**src/rtl/pmem_boot_loader_pkg.sv**
```systemverilog
// Shared encodings for the program-memory boot loader: FSM states and
// the error codes reported on err_code.
package pmem_boot_loader_pkg;

    typedef enum logic [2:0] {
        ST_IDLE   = 3'd0,
        ST_LEN_LO = 3'd1,
        ST_LEN_HI = 3'd2,
        ST_DATA   = 3'd3,
        ST_CSUM   = 3'd4,
        ST_DONE   = 3'd5,
        ST_ERR    = 3'd6
    } state_t;

    localparam logic [1:0] ERR_NONE    = 2'd0;
    localparam logic [1:0] ERR_LEN     = 2'd1;
    localparam logic [1:0] ERR_CSUM    = 2'd2;
    localparam logic [1:0] ERR_TIMEOUT = 2'd3;

endpackage

```
**src/rtl/pmem_boot_loader_idle_timer.sv**
```systemverilog
// Saturating idle counter: counts cycles while clear is low and flags the
// cycle on which the TIMEOUT_CYCLES-th consecutive idle cycle completes.
module idle_timer #(
    parameter int TIMEOUT_CYCLES = 1000000
) (
    input  logic clk,
    input  logic rst,
    input  logic clear,
    output logic expired
);
    localparam int CW = (TIMEOUT_CYCLES < 2) ? 1 : $clog2(TIMEOUT_CYCLES + 1);
    localparam logic [CW-1:0] LAST = CW'(TIMEOUT_CYCLES - 1);

    logic [CW-1:0] cnt;

    always_ff @(posedge clk) begin
        if (rst || clear) begin
            cnt <= '0;
        end else if (cnt != LAST) begin
            cnt <= cnt + CW'(1);
        end
    end

    // Fires during the idle cycle that would bring the count to TIMEOUT_CYCLES.
    assign expired = !clear && (cnt == LAST);

endmodule

```
**src/rtl/pmem_boot_loader.sv**
```systemverilog
// Boot loader: receives LEN_LO, LEN_HI, payload, CSUM from the host link,
// writes the payload into program memory from address 0 and holds the CPU.
module pmem_boot_loader
    import pmem_boot_loader_pkg::*;
#(
    parameter int PC_WIDTH       = 12,
    parameter int TIMEOUT_CYCLES = 1000000
) (
    input  logic                clk,
    input  logic                rst,
    input  logic                start,
    input  logic [7:0]          rx_data,
    input  logic                rx_valid,
    output logic                rx_ready,
    output logic                mem_w_en,
    output logic [PC_WIDTH-1:0] mem_addr,
    output logic [7:0]          mem_wdata,
    output logic                cpu_hold,
    output logic                done,
    output logic                error,
    output logic [1:0]          err_code,
    output logic [PC_WIDTH:0]   byte_count
);
    localparam int              MAX_LEN = 1 << PC_WIDTH;
    localparam logic [PC_WIDTH:0] CNT_ONE = 1;

    state_t            state, state_n;
    logic [15:0]       len, len_n, new_len;
    logic [7:0]        acc, acc_n;
    logic [PC_WIDTH:0] count_n;
    logic              done_n, error_n, hold_n, we_n;
    logic [1:0]        code_n;
    logic [PC_WIDTH-1:0] addr_n;
    logic [7:0]        wdata_n;
    logic              accept, timed, expired;

    assign rx_ready = (state == ST_LEN_LO) || (state == ST_LEN_HI) ||
                      (state == ST_DATA)   || (state == ST_CSUM);
    assign accept   = rx_valid && rx_ready;
    assign timed    = (state == ST_LEN_HI) || (state == ST_DATA) || (state == ST_CSUM);
    assign new_len  = {rx_data, len[7:0]};

    // LEN_LO is excluded from the timer so the host may start a frame at leisure.
    idle_timer #(.TIMEOUT_CYCLES(TIMEOUT_CYCLES)) u_idle_timer (
        .clk     (clk),
        .rst     (rst),
        .clear   (!timed || accept),
        .expired (expired)
    );

    always_comb begin
        state_n = state;
        len_n   = len;
        acc_n   = acc;
        count_n = byte_count;
        done_n  = done;
        error_n = error;
        code_n  = err_code;
        hold_n  = cpu_hold;
        we_n    = 1'b0;
        addr_n  = mem_addr;
        wdata_n = mem_wdata;
        case (state)
            ST_IDLE, ST_DONE, ST_ERR: begin
                if (start) begin
                    state_n = ST_LEN_LO;
                    done_n  = 1'b0;
                    error_n = 1'b0;
                    code_n  = ERR_NONE;
                    count_n = '0;
                    acc_n   = '0;
                    hold_n  = 1'b1;
                end
            end
            ST_LEN_LO: begin
                if (accept) begin
                    len_n[7:0] = rx_data;
                    state_n    = ST_LEN_HI;
                end
            end
            ST_LEN_HI: begin
                if (accept) begin
                    len_n = new_len;
                    if (32'(new_len) > MAX_LEN) begin
                        state_n = ST_ERR;
                        error_n = 1'b1;
                        code_n  = ERR_LEN;
                    end else if (new_len == 16'd0) begin
                        state_n = ST_CSUM;
                    end else begin
                        state_n = ST_DATA;
                    end
                end else if (expired) begin
                    state_n = ST_ERR;
                    error_n = 1'b1;
                    code_n  = ERR_TIMEOUT;
                end
            end
            ST_DATA: begin
                if (accept) begin
                    we_n    = 1'b1;
                    addr_n  = byte_count[PC_WIDTH-1:0];
                    wdata_n = rx_data;
                    acc_n   = acc + rx_data;
                    count_n = byte_count + CNT_ONE;
                    if (32'(byte_count) + 32'd1 == 32'(len)) state_n = ST_CSUM;
                end else if (expired) begin
                    state_n = ST_ERR;
                    error_n = 1'b1;
                    code_n  = ERR_TIMEOUT;
                end
            end
            ST_CSUM: begin
                if (accept) begin
                    if (rx_data == acc) begin
                        state_n = ST_DONE;
                        done_n  = 1'b1;
                        hold_n  = 1'b0;
                    end else begin
                        state_n = ST_ERR;
                        error_n = 1'b1;
                        code_n  = ERR_CSUM;
                    end
                end else if (expired) begin
                    state_n = ST_ERR;
                    error_n = 1'b1;
                    code_n  = ERR_TIMEOUT;
                end
            end
            default: state_n = ST_IDLE;
        endcase
    end

    always_ff @(posedge clk) begin
        if (rst) begin
            state      <= ST_IDLE;
            len        <= '0;
            acc        <= '0;
            byte_count <= '0;
            done       <= 1'b0;
            error      <= 1'b0;
            err_code   <= ERR_NONE;
            cpu_hold   <= 1'b1;
            mem_w_en   <= 1'b0;
            mem_addr   <= '0;
            mem_wdata  <= '0;
        end else begin
            state      <= state_n;
            len        <= len_n;
            acc        <= acc_n;
            byte_count <= count_n;
            done       <= done_n;
            error      <= error_n;
            err_code   <= code_n;
            cpu_hold   <= hold_n;
            mem_w_en   <= we_n;
            mem_addr   <= addr_n;
            mem_wdata  <= wdata_n;
        end
    end

endmodule

```
**config.mk**
```make
export PLATFORM = sky130hd
export DESIGN_NAME = pmem_boot_loader
export DESIGN_NICKNAME = d
export VERILOG_FILES = /design/src/rtl/pmem_boot_loader_pkg.sv /design/src/rtl/pmem_boot_loader_idle_timer.sv /design/src/rtl/pmem_boot_loader.sv
export SDC_FILE = /design/constraint.sdc
export NUM_CORES = 1
export LEC_CHECK = 0
export ABC_AREA = 1
export BUFFER_PORTS_ARGS = -buffer_cell sky130_fd_sc_hd__clkbuf_2
export CELL_PAD_IN_SITES_DETAIL_PLACEMENT = 0
export CELL_PAD_IN_SITES_GLOBAL_PLACEMENT = 2
export CORE_MARGIN = 1.5
export CORE_UTILIZATION = 32
export CTS_CLUSTER_SIZE = 8
export DETAILED_ROUTE_END_ITERATION = 16
export PLACE_DENSITY_LB_ADDON = 0.25
export SKIP_LAST_GASP = 1
export SLEW_MARGIN = 0
export SYNTH_ARGS = -nofsm -noshare
export SYNTH_HDL_FRONTEND = slang
export SYNTH_HIERARCHICAL = 1
export SYNTH_SLANG_ARGS = --single-unit
```
**constraint.sdc**
```tcl
create_clock -name clk -period 3 [get_ports clk]
set_clock_uncertainty 0.1 [all_clocks]
set_input_delay 0.9 -clock clk [delete_from_list [all_inputs] [get_ports clk]]
set_output_delay 0.9 -clock clk [all_outputs]
set_load 0.03 [all_outputs]
```
After elaboration in Yosys (flattened, before gate mapping)
Cells that the tools add are included.
Word-level totals
  output and inout port bits: 40
  bits in registers: 86
  logic and storage cells: 107
  input bits: 12
Cells by class
  order comparisons: 1
  bitwise logic cells: 2
  reduce and logical (&&, ||, !) cells: 25
  equal/unequal tests: 19
  add/subtract/negate cells: 4
  mux-type cells: 43
Operator list (count)
  one-hot mux 8 bit (2 select lines): 2
  two-way mux 3 bit: 9
  two-way mux 13 bit: 2
  one-hot mux 13 bit (2 select lines): 1
  two-way mux 8 bit: 3
  adder 20 x 1 -> 20 bit (second input constant): 1
  equality test 20 bit (second input constant): 1
  != test 20 bit (second input constant): 1
  equality test 14 x 16 -> 1 bit: 1
  > comparator 16 x 13 -> 1 bit (second input constant): 1
  zero test 16 bit: 1
  two-way mux 2 bit: 8
  one-hot mux 3 bit (5 select lines): 1
  adder 13 x 1 -> 14 bit (second input constant): 1
  adder 13 x 1 -> 13 bit (second input constant): 1
  two-way mux 1 bit: 13
  != test 2 bit (second input constant): 5
  equality test 3 bit (second input constant): 3
  AND reduction 3 bit: 3
  adder 8 bit: 1
  equality test 8 bit: 1
  one-hot mux 2 bit (4 select lines): 1
  logical OR 1 bit: 7
  equality test 3 x 2 -> 1 bit (second input constant): 2
  17 further kinds: 24

Depth between registers and ports, before layout
  depth after elaboration: 11
  mapped depth: 16
  depth with buffers taken out: 16

Hierarchy
Netlist, hierarchy kept.
By module, submodules not included
  pmem_boot_loader: sequential area each 1321.3 um2, cells each 518, instances 1, area an instance 3504.6 um2
  idle_timer: sequential area each 400.4 um2, cells each 176, instances 1, area an instance 1138.6 um2

Worst setup path before layout
Ideal clock, no wire load.
  path kind: input -> register
  start point: in rx_data[5]
  end point: reg err_code[0]
  path buffers: 0
  slack: 0.454 ns
  data required time: 2.768 ns
  library setup time: 0.132 ns
  arrival: 2.314 ns
  stages: 8
  cells stage by stage: ha_1 nor4_1 nand4_1 or2_2 nand3_1 inv_1 o211ai_1 a21oi_1
On the way
  cells in the longest elaborated chain, start to end: 3
  elaborated cells on any way between the ends: 5
  classes of those cells: 1 x order compare; 3 x eq/ne; 1 x reduce/logical
RTL lines
  start: declaration: line pmem_boot_loader.sv:12  | input logic [7:0] rx_data,
  > comparator 16 x 13 -> 1 bit or equality test 8 bit (tied branches): line pmem_boot_loader.sv:84, pmem_boot_loader.sv:115
  != test 3 x 2 -> 1 bit (no source line) or != test 3 bit (tied branches)
  AND reduction 5 bit (no source line) (*)
  end signal: assignment: line pmem_boot_loader.sv:154  | err_code <= code_n;
  end: declaration: line pmem_boot_loader.sv:21  | output logic [1:0] err_code,
Mark *: on every way between the ends. The rest lies on a longest branch, timed or not.
A chain may end at the register's enable or synchronous reset.

Worst setup path in the final report
Ends and elaborated chain as after synthesis.

==> summary by stage <==
Placed design
Port buffering added 51 buffers. The number of placed instances with taps included is 914. The post-DP HPWL is 9610 um. The weighted congestion at the end of routability-driven global placement is 0.919. The area after detailed placement is approximately 5000 um^2.

STA
After routing, the total negative slack on setup checks comes to 0 ns. The number of failing setup endpoints in the final timing report is 0. The final number of hold-violating endpoints is 0. The post-route fraction of the period consumed by the critical path is ~85%.

Setup repair after global routing left no endpoint under its margin. The number of pins with negative max-slew slack in the final report was 0. The actual transition at the worst max-transition pin is 0.533 ns. In this run the tightest slew margin relative to its limit is 64.4%.

The maximum operating frequency is 390 MHz. The final critical path time including I/O delays and setup is 2.56 ns.

Min path
In this run the most critical hold path is launched from acc[4]$_SDFFE_PP0P_. The worst hold path passes through 2 cells. The worst hold path terminates at acc[4]$_SDFFE_PP0P_. The worst hold-check path type is flip-flop to flip-flop.

Global routing
The via count of the first global-routing pass is 4114. The overall global routing resource usage is 18.1%. The total overflow reported by the global router is 0.

The first global-routing pass estimated 20900 um of wire. The maximum number of pins on one net before global-route repair is between 40 and 50. The number of antenna violations at the first check in global routing is 0.

Drt
The routed length per instance is 14.1 um. The total detailed-routing wirelength is ~13000 um. The initial detailed-routing violation count is 233. Dividing the detail-routed via count by the number of cells gives slightly below 5. For this run, the detailed router's first-pass iteration total came to 5. The count of nets left with antenna violations after detail routing is 0. Summing over every cut layer, the via total after detailed routing is 4527.

In the routed design, unresolved DRC markers number 0.

Synth
The cell count after synthesis is 694. The proportion of register bits with asynchronous set or reset after synthesis is 0%. Counting flops and latches in the post-synthesis netlist gives 86. The top cell type by area accounts for 37.1% of the synthesized area. The cell area after synthesis is 4640 um^2. The number of enable flip-flop cells after synthesis is 0. The share of the Yosys chip area taken by registers is 37.1%. After synthesis, the cell types taking the most area are dfxtp_1, nand2_1, a21oi_1.

The distinct cell type count after synthesis is 36. The most used flip-flop cell after synthesis is dfxtp_1. Counting every net in the synthesized netlist gives 716.

dfxtp_1 takes more of the synthesized area than any other cell. The synthesis warning total is 6. Dividing the synthesized area by the synthesized cell count gives around 6.7 um^2.

Worst setup path
In this run the critical register-to-register path is launched from u_idle_timer/cnt[0]$_SDFFE_PP0P_. On the critical path, the stage with the largest delay is an instance of nor4_1. The category of the most critical setup path is input port to flip-flop. STA puts the critical path data required time at approximately 3.1 ns. The worst register-to-register path ends at state[0]$_SDFFE_PP0P_. Counting cells, the worst reg-to-reg path comes to 12. Of all nets on the critical path, the largest fanout is 6. The kind of start point of the critical path is an input port. The capturing element type of the critical path is a flip-flop.

The worst register-to-register path has a setup slack of 0.63 ns. STA puts the critical path data arrival time at between 2 and 3 ns. The delay of the slowest critical-path stage is 0.40 ns.

The critical path goes through clkbuf_2 -> ha_1 -> nor4_1 -> nand4_1 -> or2_2 -> nand3_1 -> inv_1 -> o211ai_1 -> a21oi_1.

Clock network
The post-cts resize count is 0. The clock slew seen by the registers of the worst setup and hold paths is 0.07 ns. The clock latency on the worst-skew pair is between 0.3 and 0.4 ns.

The number of buffers inserted to repair setup after CTS is 0. The cell sitting at the root of the clock tree is a clkbuf_16. The TritonCTS clock tree is done. No sink is reached through more buffers than the 2 on the longest clock path.

The number of clock sinks is 86. The number of hold-repair buffers added at the cts stage is 0. CTS built an H-tree with a depth of 3.

Buffers inserted during clock tree synthesis total 9.

Final layout
Summing all non-filler instances in the final layout gives an area of around 5500 um^2. The post-layout utilization of the core is 38.9%. The ratio of cells with drive above 1 in the final layout is 14.0%. The number of diodes added for antenna fixing is 0. The layout overhead on the synthesized area is 17.5%. The finished layout holds 930 standard cells, fillers aside. The final net count is 767.

Floorplan
The cell row count is 43. The initial cell density of the core is 33.1%. The number of primary I/O pins is 52. The floorplan core area is between 10000 and 15000 um^2. The floorplan step defined a die boundary enclosing 15200 um^2.

From left edge to right edge, the die measures 123 um. The floorplan die height is between 100 and 150 um.

Flow run
The reported max-cap violation count is 0.

Pwr
IR analysis of the VDD net gives a maximum drop of 313 uV. For this design the static power due to leakage is 0.00224 uW. The power density over the cells is between 600 and 700 nW/um^2.

Run status
The flow ran to the end, and the final reports show no timing, DRC or antenna violations.
## per-layer routing
layer  wire length [um]  vias to the layer above  track usage (%)  part of all wire, %
met5                  0                        -                0                    0
li1                   -                     2381                -                    -
met2               5810                       68             28.2                   44
met3                291                       14             2.54                  2.2
met1               6780                     2064             24.9                   52
met4                226                        0             7.76                  1.7
## cells in the final DEF (no fill, tap or decap), types with 4 or more instances in the layout
master,synthesis,routed
clkbuf_2,0,51
o21bai_1,4,4
buf_4,1,8
dfxtp_1,86,86
ha_1,9,9
nand3_1,59,59
nor3_1,7,7
nand4_1,13,13
inv_1,78,78
nor2_4,5,6
xnor2_1,5,5
nand2_2,9,9
clkbuf_16,0,9
o21ai_0,56,56
nand2_1,143,143
a21oi_1,81,81
nor2_1,90,90
## synthesized netlist by cell type (3+ instances only)
master and count:
nor2_2 4, xnor2_1 5, nor3_1 7, nand3_1 59, nand4_1 13, clkbuf_1 12
ha_1 9, nand2_2 9, nand2_4 3, xor2_1 3, nor2_4 5, or2_2 3
o21ai_0 56, a21oi_1 81, nor2_1 90, o21bai_1 4, inv_1 78, nand2_1 143
buf_2 5, dfxtp_1 86
## report_power, final
| group | internal, uW | switching, uW | total [uW] |
|---|---|---|---|
| Sequential | 1250 | 78.8 | 1330 |
| Clock | 860 | 491 | 1350 |
| Combinational | 307 | 729 | 1040 |
## how the worst max path moves through the flow
stage / start / endpoint / slack (ns) / cells after the start
2_1_floorplan: rx_data[5] / err_code[0]$_SDFFE_PP0P_ / 0.45 / 8
3_3_place_gp: rx_data[5] / err_code[0]$_SDFFE_PP0P_ / 0.12 / 9
3_5_place_dp: rx_data[5] / err_code[0]$_SDFFE_PP0P_ / 0.06 / 9
4_1_cts: rx_data[5] / err_code[0]$_SDFFE_PP0P_ / 0.44 / 9
5_1_grt: rx_data[5] / err_code[0]$_SDFFE_PP0P_ / 0.27 / 9
6_report: rx_data[5] / err_code[0]$_SDFFE_PP0P_ / 0.44 / 9
## flip-flops by register name, indices dropped and copies added (netlist names)
name,count
u_idle_timer/cnt,20
byte_count,13
mem_addr,12
cpu_hold,1
error,1
mem_wdata,8
state,3
err_code,2
acc,8
mem_w_en,1
len,16
done,1
## kinds of logic (layout without fill, tap and decap cells)
family	after synthesis	after routing	share of synthesized area (%)
AND/OR/NAND/NOR	346	346	33.9
AO/OA/AOI/OAI	147	147	16.5
XOR/XNOR	8	8	1.51
flip-flops	86	86	37.1
adder cells (fa/ha/maj)	10	10	2.86
buffers and inverters	97	153	8.22
## critical path, delay by kind of cell
family / cells / cell delay [ns]
buf+inv: 2 / 0.23
fa+ha+maj: 1 / 0.37
simple gates: 4 / 1.02
compound gates: 2 / 0.17
## per-stage QoR
stage / total power (uW) / setup WS, ns / hold slack, ns
6_report: 3720 / 0.437 / 0.369
2_1_floorplan: 2100 / 0.454 / 0.344
4_1_cts: 3760 / 0.437 / 0.372
5_1_grt: 3940 / 0.268 / 0.382
3_5_place_dp: 2390 / 0.0620 / 0.361
3_3_place_gp: 2400 / 0.121 / 0.354
## final cells by class
class                           count  area, um^2
Clock buffer                       11         253
Sequential cell                    86        1720
Inverter                           78         293
Fill cell                        1545        8580
Timing Repair Buffer               59         315
Tap cell                          180         225
Clock inverter                      5         105
Multi-Input combinational cell    511        2540
Note: power is estimated with default switching activity, not from simulation.
